[config.mk]
export PLATFORM = sky130hd
export DESIGN_NAME = ctrl_progmem
export DESIGN_NICKNAME = d
export VERILOG_FILES = /design/src/rtl/ctrl_progmem_pkg.sv /design/src/rtl/ctrl_imem.sv /design/src/rtl/ctrl_progmem.sv
export SDC_FILE = /design/constraint.sdc
export NUM_CORES = 1
export LEC_CHECK = 0
export BUFFER_PORTS_ARGS = -buffer_cell sky130_fd_sc_hd__buf_2
export CORE_MARGIN = 1
export CORE_UTILIZATION = 50
export CTS_BUF_LIST = sky130_fd_sc_hd__clkbuf_8
export CTS_CLUSTER_SIZE = 14
export DETAILED_ROUTE_END_ITERATION = 12
export MAX_ROUTING_LAYER = met4
export PLACE_DENSITY_LB_ADDON = 0.2
export SLEW_MARGIN = 0
export SYNTH_ARGS = -nofsm -noshare
export SYNTH_HDL_FRONTEND = slang
export SYNTH_SLANG_ARGS = --single-unit
[constraint.sdc]
create_clock -name clk -period 5.4 [get_ports clk]
set_clock_uncertainty 0.05 [all_clocks]
set_input_delay 0.81 -clock clk [delete_from_list [all_inputs] [get_ports clk]]
set_output_delay 0.81 -clock clk [all_outputs]
set_load 0.05 [all_outputs]
[src/rtl/ctrl_progmem_pkg.sv]
// Shared definitions for the controller program memory: instruction width derivation
// and the loader FSM state encoding.
package ctrl_progmem_pkg;

  function automatic int unsigned instr_width(input int unsigned vec_w,
                                              input int unsigned reg_w,
                                              input int unsigned dat_w);
    return 2 + vec_w + 2 * reg_w + 3 * dat_w;
  endfunction

  localparam int unsigned INSTR_WIDTH = instr_width(3, 3, 4);

  typedef enum logic [1:0] {
    StIdle = 2'd0,
    StLoad = 2'd1,
    StRun  = 2'd2,
    StErr  = 2'd3
  } state_e;

endpackage

[src/rtl/ctrl_imem.sv]
// Simple dual-port instruction store: synchronous write, registered read, no reset.
module ctrl_imem #(
  parameter int unsigned ADDR_WIDTH = 4,
  parameter int unsigned WIDTH      = 23
) (
  input  logic                  clk,
  input  logic                  we,
  input  logic [ADDR_WIDTH-1:0] waddr,
  input  logic [WIDTH-1:0]      wdata,
  input  logic                  re,
  input  logic [ADDR_WIDTH-1:0] raddr,
  output logic [WIDTH-1:0]      rdata
);

  logic [WIDTH-1:0] mem [0:(1 << ADDR_WIDTH)-1];

  always_ff @(posedge clk) begin
    if (we) mem[waddr] <= wdata;
    if (re) rdata <= mem[raddr];
  end

endmodule

[src/rtl/ctrl_progmem.sv]
// Program memory with a streaming loader FSM and a one-cycle-latency fetch port.
module ctrl_progmem
  import ctrl_progmem_pkg::*;
#(
  parameter int unsigned VEC_ID_WIDTH       = 3,
  parameter int unsigned REGFILE_ADDR_WIDTH = 3,
  parameter int unsigned DATA_ADDR_WIDTH    = 4,
  parameter int unsigned INSTR_ADDR_WIDTH   = 4
) (
  input  logic                                   clk,
  input  logic                                   rst,
  input  logic                                   prog,
  input  logic                                   ld_valid,
  output logic                                   ld_ready,
  input  logic [instr_width(VEC_ID_WIDTH, REGFILE_ADDR_WIDTH, DATA_ADDR_WIDTH)-1:0] ld_word,
  input  logic                                   ld_last,
  input  logic [INSTR_ADDR_WIDTH-1:0]            pc,
  input  logic                                   fetch,
  output logic [instr_width(VEC_ID_WIDTH, REGFILE_ADDR_WIDTH, DATA_ADDR_WIDTH)-1:0] instr_word,
  output logic [INSTR_ADDR_WIDTH:0]              prog_len,
  output logic                                   prog_done,
  output logic                                   ld_err
);

  localparam int unsigned IW = instr_width(VEC_ID_WIDTH, REGFILE_ADDR_WIDTH, DATA_ADDR_WIDTH);
  localparam logic [INSTR_ADDR_WIDTH:0] DepthLen =
      (INSTR_ADDR_WIDTH+1)'(1 << INSTR_ADDR_WIDTH);
  localparam logic [INSTR_ADDR_WIDTH-1:0] MaxAddr = {INSTR_ADDR_WIDTH{1'b1}};

  state_e                      state;
  logic [INSTR_ADDR_WIDTH-1:0] wptr;
  logic                        prog_q;
  logic                        rd_ok;
  logic [IW-1:0]               rdata;

  logic xfer, prog_rise, rd_hit;
  assign xfer      = (state == StLoad) && ld_valid && ld_ready;
  assign prog_rise = prog && !prog_q;
  assign rd_hit    = (state == StRun) && !prog && ({1'b0, pc} < prog_len);

  always_ff @(posedge clk or posedge rst) begin
    if (rst) begin
      state     <= StIdle;
      wptr      <= '0;
      prog_len  <= '0;
      prog_done <= 1'b0;
      ld_err    <= 1'b0;
      ld_ready  <= 1'b0;
      prog_q    <= 1'b0;
      rd_ok     <= 1'b0;
    end else begin
      prog_q <= prog;
      // rd_ok qualifies the memory read register; a miss forces zeros at the output.
      if (fetch) rd_ok <= rd_hit;
      unique case (state)
        StIdle: begin
          if (prog) begin
            state    <= StLoad;
            wptr     <= '0;
            prog_len <= '0;
            ld_ready <= 1'b1;
          end
        end
        StLoad: begin
          if (xfer) begin
            if (wptr != MaxAddr) wptr <= wptr + 1'b1;
            if (prog_len != DepthLen) prog_len <= prog_len + 1'b1;
            if (ld_last) begin
              state     <= StRun;
              prog_done <= 1'b1;
              ld_ready  <= 1'b0;
            end else if (wptr == MaxAddr || !prog) begin
              state    <= StErr;
              ld_err   <= 1'b1;
              ld_ready <= 1'b0;
            end
          end else if (!prog) begin
            state    <= StErr;
            ld_err   <= 1'b1;
            ld_ready <= 1'b0;
          end
        end
        StRun: begin
          if (prog_rise) begin
            state     <= StLoad;
            prog_done <= 1'b0;
            ld_ready  <= 1'b1;
            wptr      <= '0;
            prog_len  <= '0;
          end
        end
        StErr: begin
          if (prog_rise) begin
            state    <= StLoad;
            ld_err   <= 1'b0;
            ld_ready <= 1'b1;
            wptr     <= '0;
            prog_len <= '0;
          end
        end
        default: state <= StIdle;
      endcase
    end
  end

  ctrl_imem #(
    .ADDR_WIDTH (INSTR_ADDR_WIDTH),
    .WIDTH      (IW)
  ) u_imem (
    .clk   (clk),
    .we    (xfer),
    .waddr (wptr),
    .wdata (ld_word),
    .re    (fetch && rd_hit),
    .raddr (pc),
    .rdata (rdata)
  );

  assign instr_word = rd_ok ? rdata : '0;

endmodule

==> results.cfg, run 1 <==
[grt]
grt_max_degree = 79
grt_pass1_vias = 8136
grt.total_usage = 0.227
grt_pass1_wl_um = 49600
overflow = 0
antenna_found_initial = 1

[worst_setup_path]
worstPathRequired_ns = 4.54
reg2reg_depth = 6
crit_path_end_kind = output port
crit_fanout = 13
path_class = flop to output port
startpoint_type = flop
crit_arrival_ns = 2.24

[layout]
area_delta_synth_final_pct = 12.4
multi_input_area_um2 = 3340
nets = 891
register_area_um2 = 12100
most-common-layout-cells = edfxtp_1, mux4_2, clkbuf_8, buf_2, a22oi_1
fillCellCount = 2268
layout-drive-gt1-share = 0.293
mostFrequentLayoutCell = edfxtp_1

[floorplanning]
num_io_pins = 64
dieWidth_um = 179
dieArea_um2 = 32000
initial_core_util = 0.511
rows = 64
dieHeight_um = 179
core_area_um2 = 30700

[pwr]
ir_drop_mv = 0.319
p_per_area_nw_per_um2 = 359
power_leakage_nw = 5.90

[cts]
cts_setup_buffers = 0
cts_tree = built
cts_max_level = 3
numCtsBuffers = 66
cts.sinks = 407
postCtsHoldBufs = 0
ctsResizeCount = 0
cts-root-buf = clkbuf_8
path_clk_slew_ns = 0.06
clock_path_buffers = 3
clk-insertion-delay-late_ns = 0.56

[run]
drv.max_cap_violation_count = 0

[synthesis]
yosysWarnings = 0
synthesis.instances = 734
synth_seq_area_share = 0.775
yosysUniqueCellTypes = 36
ys_async_sr_fraction = 0.0393
synth_fp_nets = 776
synth_area_um2 = 15700
syn-mean-instance-area_um2 = 21.3
ys_ff_latch = 407
synth_edf_count = 391
synth-main-ff-cell = edfxtp_1

[routing]
drt_drc_violations_left = 0
wl_per_cell_um = 26.1
routed_wl_um = 33700
first_pass_iters = 5
num_vias = 7661
drtIter0Drc = 746
ant_nets = 0
routed_via_density = 5.94

[place]
place.gp.congestion = 0.769
pre_cts_ws_ns = 1.91
hpwl_um = 17200
port_buffers = 63

[timing]
finalHoldViolCount = 0
tightest_slew_ns = 1.18
drv_slew = 0
rsz0062_at_grt = false
layout_setup_ws_ns = 2.30
layout_min_cycle_time_ns = 3.10
slew_headroom = 0.216
timing.setup.tns_ns = 0
fmax_mhz = 323
final.period_utilization = 0.574
setup_viol = 0

[run_status]
outcome = complete, no violations

[worst_hold_path]
hp-class = input port to asynchronous set/reset pin
==> logic make-up (layout without fill, tap and decap cells) <==
kind of cell | after synthesis | after routing | synth area share
other cells | 0 | 1 | 0
fa+ha+maj | 9 | 9 | 0.00719
compound gates | 68 | 68 | 0.0304
xor+xnor | 3 | 3 | 0.00168
flops | 407 | 407 | 0.775
simple gates | 109 | 109 | 0.0370
mux | 95 | 95 | 0.134
buf+inv | 43 | 201 | 0.0140
==> critical path: stages, from the launching register on <==
cell	delay (ns)
dfrtp_1	0.81
buf_4	0.36
and2_1	0.22
buf_2	0.28
==> through the flow <==
stage	power (mW)	hold WS (ns)	area, um2	std cells	utilization
after floorplan	3.94	0.443	15700	734	-
after global placement	4.08	0.460	16500	1177	0.537
after detailed placement	4.10	0.487	16500	1177	0.537
after CTS	6.37	0.284	17600	1288	0.574
after global routing	6.54	0.319	17600	1289	0.574
final	6.32	0.281	17600	1289	0.574
==> flip-flops by register name, indices dropped and copies added, names as in the netlist, 2 cells and up <==
signal        count
u_imem.mem      368
u_imem.rdata     23
wptr              4
prog_len          5
state             2
==> per-layer routing <==
| layer | vias to the layer above | share of wire | wire length, um | global-route usage |
|---|---|---|---|---|
| li1 | 3270 | - | - | - |
| met1 | 4004 | 0.41 | 13900 | 0.298 |
| met2 | 323 | 0.50 | 16800 | 0.364 |
| met3 | 64 | 0.068 | 2290 | 0.0348 |
| met4 | 0 | 0.022 | 739 | 0.0787 |
| met5 | - | 0 | 0 | - |
==> Yosys cell counts, types with 7 or more instances <==
cell type,instances,area [um2]
edfxtp_1,391,11700
mux4_2,92,2070
a22oi_1,46,345
and2_1,39,244
nand2_1,31,116
dfrtp_1,16,400
clkbuf_1,14,52.6
nor2_1,13,48.8
a21oi_1,9,45.0
ha_1,9,113
buf_1,7,26.3
buf_2,7,35.0
inv_1,7,26.3
nor2b_1,7,43.8
==> report_power, final <==
part           switching, mW  internal [mW]
clock                   1.13           1.15
combinational          0.299          0.163
sequential            0.0486           3.53
total                   1.47           4.85
==> path summary, 6_finish.rpt <==
kind / start / endpoint / slack (ns)
max in group asynchronous: rst / state[1]$_DFFE_PP0P_ / 4.59
min in group clk: prog / prog_q$_DFF_PP0_ / 0.40
setup reg to reg: prog_len[1]$_DFFE_PP0P_ / u_imem.rdata[18]$_DFFE_PP_ / 2.84
hold reg to reg: prog_q$_DFF_PP0_ / prog_done$_DFFE_PP0P_ / 0.50
setup / recovery: rd_ok$_DFFE_PP0P_ / instr_word[0] / 2.30
hold / removal: rst / prog_len[1]$_DFFE_PP0P_ / 0.28
==> layout make-up <==
cell class | instances | share of cell area
Antenna cell | 1 | 0.000142
Clock buffer | 67 | 0.0524
Clock inverter | 44 | 0.0112
Inverter | 7 | 0.00149
Multi-Input combinational cell | 284 | 0.190
Sequential cell | 407 | 0.690
Tap cell | 396 | 0.0282
Timing Repair Buffer | 83 | 0.0269
Note: power is estimated with default switching activity, not from simulation.
==> run 2, diff against run 1 <==
--- a/config.mk
+++ b/config.mk
@@ -5,6 +5,7 @@
 export SDC_FILE = /design/constraint.sdc
 export NUM_CORES = 1
 export LEC_CHECK = 0
+export ABC_AREA = 1
 export BUFFER_PORTS_ARGS = -buffer_cell sky130_fd_sc_hd__buf_2
 export CORE_MARGIN = 1
 export CORE_UTILIZATION = 50
==> constraint.sdc (replaced) <==
create_clock -name clk -period 2.85 [get_ports clk]
set_clock_uncertainty 0.05 [all_clocks]
set_input_delay 0.4275 -clock clk [delete_from_list [all_inputs] [get_ports clk]]
set_output_delay 0.4275 -clock clk [all_outputs]
set_load 0.05 [all_outputs]
==> run 2 against run 1 <==
Clock power rose by 94%. Die area rose by 9.5%. Combinational power rose to 2.9 times the previous value. Power rose by 99%. Via count rose by 46%. Sequential share of layout area fell by 6.1 points. Synthesized cell count rose by 110%. Largest power group unchanged. Highest routed layer unchanged.
==> results.cfg, run 2 <==
[layout]
most-common-layout-cells = nand2_1, edfxtp_1, nand3_1, inv_1, nor2_1
largest_reg_flops = 368
diodes = 0
layout-drive-gt1-share = 0.129
largest-register = u_imem.mem
reg_top3 = u_imem.mem (368), u_imem.rdata (23), prog_len (5)
mostFrequentLayoutCell = nand2_1
nets = 1697
fillCellCount = 2770
final_cell_area_um2 = 19300
area_delta_synth_final_pct = 12.5

[pwr]
comb_power_share = 0.106
p_sw_mw = 3.26
power_leakage_nw = 7.83
p_clk_frac = 0.352
p_per_area_nw_per_um2 = 652
switching_share = 0.259
ir_drop_mv = 0.585
power.share.sequential = 0.542
p_int_mw = 9.32

[place]
port_buffers = 63
post_dp_cell_area_um2 = 18200
hpwl_um = 22600
place.gp.congestion = 0.829

[synthesis]
synthesis.instances = 1554
yosysUniqueCellTypes = 28
synth_top_area_share = 0.684
yosysMostFrequentCell = nand2_1
synth_fp_nets = 1596
ys_ff_latch = 407
syn-mean-instance-area_um2 = 11.0
synthTopCellsByArea = edfxtp_1, nand2_1, nand3_1
yosysWarnings = 0
synth_area_um2 = 17200
synth_edf_count = 391
synth_seq_area_share = 0.707
ys_async_sr_fraction = 0.0393
synth-main-ff-cell = edfxtp_1
synth_largest_area_cell = edfxtp_1
synth_commonest_cells = nand2_1, edfxtp_1, nand3_1, inv_1, nor2_1

[worst_setup_path]
crit_fanout = 13
crit_path_end_kind = output port
crit_arrival_ns = 2.07
path_class = flop to output port
ff2ff_setup_slack_ns = 0.54
startpoint_type = flop
worstPathRequired_ns = 2.37

[timing]
finalHoldViolCount = 0
layout_min_cycle_time_ns = 2.55
timing.setup.tns_ns = 0
setup_viol = 0
final.period_utilization = 0.893
rsz0062_at_grt = false
slew_headroom = 0.500
drv_slew = 0
tightest_slew_ns = 0.750
fmax_mhz = 393

[worst_hold_path]
hp-class = input port to flop

[grt]
grt_max_degree = 69
antenna_found_initial = 0
overflow = 0
grt_pass1_wl_um = 61300
grt.total_usage = 0.237
grt_pass1_vias = 10900

[cts]
cts_tree = built
numCtsBuffers = 67
cts_max_level = 3
cts.sinks = 407
cts-root-buf = clkbuf_8
clock_path_buffers = 3
clk-insertion-delay-late_ns = 0.58
path_clk_slew_ns = 0.06

[floorplanning]
dieWidth_um = 187
dieHeight_um = 187
core_area_um2 = 33600
dieArea_um2 = 35100
rows = 67
initial_core_util = 0.511
num_io_pins = 64

[routing]
drt_drc_violations_left = 0
drtIter0Drc = 878
ant_nets = 0
wl_per_cell_um = 18.5
first_pass_iters = 5
routed_via_density = 5.20
num_vias = 11200
routed_wl_um = 39600

[run_status]
outcome = complete, no violations

[run]
drv.max_cap_violation_count = 0
==> run 2: cell families (layout without fill, tap and decap cells) <==
family / Yosys count / count (layout) / share of synthesized area
XOR/XNOR: 5 / 5 / 0.00255
AO/OA/AOI/OAI: 55 / 55 / 0.0175
adder cells (fa/ha/maj): 9 / 9 / 0.00656
AND/OR/NAND/NOR: 877 / 877 / 0.212
flip-flops: 407 / 407 / 0.707
buffers and inverters: 201 / 343 / 0.0541
==> run 2: layer usage <==
layer / track usage / wire length, um / vias up
li1: - / - / 5394
met1: 0.314 / 17300 / 5345
met2: 0.376 / 19200 / 352
met3: 0.0319 / 2060 / 67
met4: 0.0851 / 986 / 0
met5: - / 0 / -
==> run 2: repair_timing <==
| item | CTS | global route |
|---|---|---|
| hold buffers | 2 | 0 |
| endpoints found under the hold margin | 17 | 0 |
| gates resized for setup | 0 | 0 |
| buffers inserted | 0 | 0 |
==> run 2: critical path, cell delays in order, from the launching register on <==
cell     delay, ns
dfrtp_1       0.73
buf_4         0.33
nand2_1       0.12
inv_1         0.06
buf_2         0.25
==> run 2: worst paths after layout <==
path	start	endpoint	cells after the start
setup / recovery	rd_ok$_DFFE_PP0P_	instr_word[22]	4
hold / removal	fetch	rd_ok$_DFFE_PP0P_	4
setup reg to reg	state[1]$_DFFE_PP0P_	u_imem.mem[6][1]$_DFFE_PP_	6
hold reg to reg	ld_ready$_DFFE_PP0P_	ld_ready$_DFFE_PP0P_	2
max in group asynchronous	rst	prog_len[3]$_DFFE_PP0P_	3
min in group asynchronous	rst	prog_q$_DFF_PP0_	3
==> run 2: area by class of cell <==
class	instances	area [um2]	share of cell area
clock buffer	69	950	0.0492
clock inverter	41	179	0.00927
inverter	125	474	0.0246
multi-input combinational	946	4210	0.218
sequential	407	12100	0.629
tap	448	561	0.0290
timing repair buffer	108	790	0.0409
==> run 2: power groups by stage <==
| stage | Combinational [mW] | Sequential (mW) | Clock [mW] |
|---|---|---|---|
| finish | 1.33 | 6.82 | 4.43 |
| global route | 1.49 | 6.83 | 4.77 |
| CTS | 1.34 | 6.82 | 4.53 |
| detailed placement | 1.33 | 6.94 | 0 |
| global placement | 1.32 | 6.94 | 0 |
| floorplan | 0.821 | 7.04 | 0 |
==> run 2: stage by stage <==
| step | hold WS, ns | setup WS, ns | power [mW] | instances | util |
|---|---|---|---|---|---|
| floorplan | 0.291 | -0.282 | 7.86 | 1554 | - |
| global placement | 0.438 | 0.630 | 8.25 | 2032 | 0.540 |
| detailed placement | 0.438 | 0.572 | 8.27 | 2032 | 0.540 |
| CTS | 0.0440 | 0.258 | 12.7 | 2144 | 0.574 |
| global route | 0.0541 | 0.201 | 13.1 | 2144 | 0.574 |
| finish | 0.0752 | 0.305 | 12.6 | 2144 | 0.574 |
==> run 3, diff against run 2 <==
--- a/config.mk
+++ b/config.mk
@@ -5,7 +5,6 @@
 export SDC_FILE = /design/constraint.sdc
 export NUM_CORES = 1
 export LEC_CHECK = 0
-export ABC_AREA = 1
 export BUFFER_PORTS_ARGS = -buffer_cell sky130_fd_sc_hd__buf_2
 export CORE_MARGIN = 1
 export CORE_UTILIZATION = 50
==> run 3 against run 2 <==
Worst setup slack better by 0.33 ns. Clock power is 5.4% higher. Global-route usage is 0.26 points lower. Via count is 29% lower. Critical path depth is 1 lower. Hold slack better by 0.091 ns. Sequential cell count stayed put. Sequential power is 0.7% lower. Cell area is 7.8% lower. Combinational power is 33% lower. Core utilization is 0.64 points higher. Highest routed layer unchanged.
==> results.cfg, run 3 (synthesis results as in run 1) <==
[run_status]
outcome = complete, no violations

[grt]
antenna_found_initial = 0
grt_pass1_wl_um = 51000
grt_pass1_vias = 8310
grt.total_usage = 0.234
overflow = 0
grt_max_degree = 93

[layout]
area_delta_synth_final_pct = 13.7
most-common-layout-cells = edfxtp_1, mux4_2, clkbuf_8, buf_2, a22oi_1
utilization = 0.581
diodes = 0
nets = 903
largest_reg_flops = 368
final_cell_area_um2 = 17800
mostFrequentLayoutCell = edfxtp_1
reg_top3 = u_imem.mem (368), u_imem.rdata (23), prog_len (5)
largest-register = u_imem.mem
layout-drive-gt1-share = 0.300

[worst_hold_path]
min_path_cells = 4
hp-class = input port to flop

[cts]
cts_max_level = 3
clock_path_buffers = 3
clk-insertion-delay-late_ns = 0.58
numCtsBuffers = 68
path_clk_slew_ns = 0.06
cts.sinks = 407
cts_tree = built
cts-root-buf = clkbuf_8

[timing]
setup_viol = 0
slew_headroom = 0.502
rsz0062_at_grt = false
timing.setup.tns_ns = 0
tightest_slew_ns = 0.748
layout_min_cycle_time_ns = 2.22
fmax_mhz = 451
drv_slew = 0
finalHoldViolCount = 0
final.period_utilization = 0.778

[worst_setup_path]
crit_arrival_ns = 1.74
crit_path_end_kind = output port
timing.rr.end = u_imem.mem[0][18]$_DFFE_PP_
r2r_start = ld_ready$_DFFE_PP0P_
crit_end = instr_word[9]
reg2reg_depth = 4
worstPathRequired_ns = 2.37
path_class = flop to output port
startpoint_type = flop
startpoint = rd_ok$_DFFE_PP0P_
crit_fanout = 23
ff2ff_setup_slack_ns = 0.66

[floorplanning]
dieWidth_um = 179
dieHeight_um = 179
dieArea_um2 = 32000
rows = 64
num_io_pins = 64
core_area_um2 = 30700
initial_core_util = 0.511

[pwr]
p_per_area_nw_per_um2 = 692
ir_drop_mv = 0.535
power_leakage_nw = 6.00

[routing]
drt_drc_violations_left = 0
num_vias = 7912
first_pass_iters = 5
routed_wl_um = 34700
wl_per_cell_um = 26.7
drtIter0Drc = 791
routed_via_density = 6.09
ant_nets = 0

[place]
place.gp.congestion = 0.791
port_buffers = 63
post_dp_cell_area_um2 = 16600
hpwl_um = 16700

[run]
drv.max_cap_violation_count = 0
## run 3: changes by cell type in the layout (fill, tap and decap cells not counted), moves of 9 or more
cell / previous run / this run
nand3_1: 192 / 3
inv_1: 138 / 27
o21ai_0: 41 / 4
or2_1: 16 / 0
a22oi_1: 0 / 46
and2_1: 0 / 39
nor2_1: 95 / 11
mux4_2: 0 / 92
nor2_4: 16 / 0
buf_4: 33 / 24
nand2_1: 540 / 31
o211ai_1: 9 / 0
## run 3: cell type report
| class | instances | area (um2) |
|---|---|---|
| fillers | 2219 | 12900 |
| clock buffers | 70 | 963 |
| flip-flops and latches | 407 | 12100 |
| inverters | 7 | 26.3 |
| well taps | 396 | 495 |
| clock inverters | 42 | 235 |
| repair buffers | 93 | 617 |
| multi-input cells | 284 | 3330 |
## run 3: worst max-delay path: stages (launching register included)
cell     delay [ns]
dfrtp_1        0.35
buf_4          0.33
and2_1         0.21
buf_2          0.26
## run 3: worst min-delay path by stage
stage,from,endpoint
after floorplan,rst,ld_err$_DFFE_PP0P_
after detailed placement,ld_err$_DFFE_PP0P_,ld_err$_DFFE_PP0P_
final,fetch,rd_ok$_DFFE_PP0P_
after global placement,prog_done$_DFFE_PP0P_,prog_done$_DFFE_PP0P_
after global routing,fetch,rd_ok$_DFFE_PP0P_
after CTS,fetch,rd_ok$_DFFE_PP0P_
## run 3: metal layers
layer | up-vias | track usage | wire (um)
met2 | 372 | 0.343 | 16400
met1 | 4179 | 0.332 | 15000
met4 | 0 | 0.0883 | 889
met3 | 73 | 0.0407 | 2480
met5 | - | - | 0
li1 | 3288 | - | -
## run 3: power breakdown
| part | switching, mW | internal, mW |
|---|---|---|
| combinational | 0.565 | 0.323 |
| sequential | 0.0873 | 6.68 |
| clock | 2.21 | 2.45 |
| total | 2.87 | 9.46 |
## run 3: through the flow
step	setup WS, ns	power, mW	cells	hold slack [ns]
after floorplan	0.286	7.48	734	0.291
after global placement	0.373	7.74	1185	0.450
after detailed placement	0.322	7.79	1185	0.468
after CTS	0.567	12.4	1299	0.125
after global routing	0.529	12.8	1299	0.152
final	0.634	12.3	1299	0.166
## run 3: timing repair
action                    4_1_cts  5_1_grt
hold endpoints to repair       17        0
setup buffers                   0        0
hold buffers                    2        0
gates resized for setup         0        0
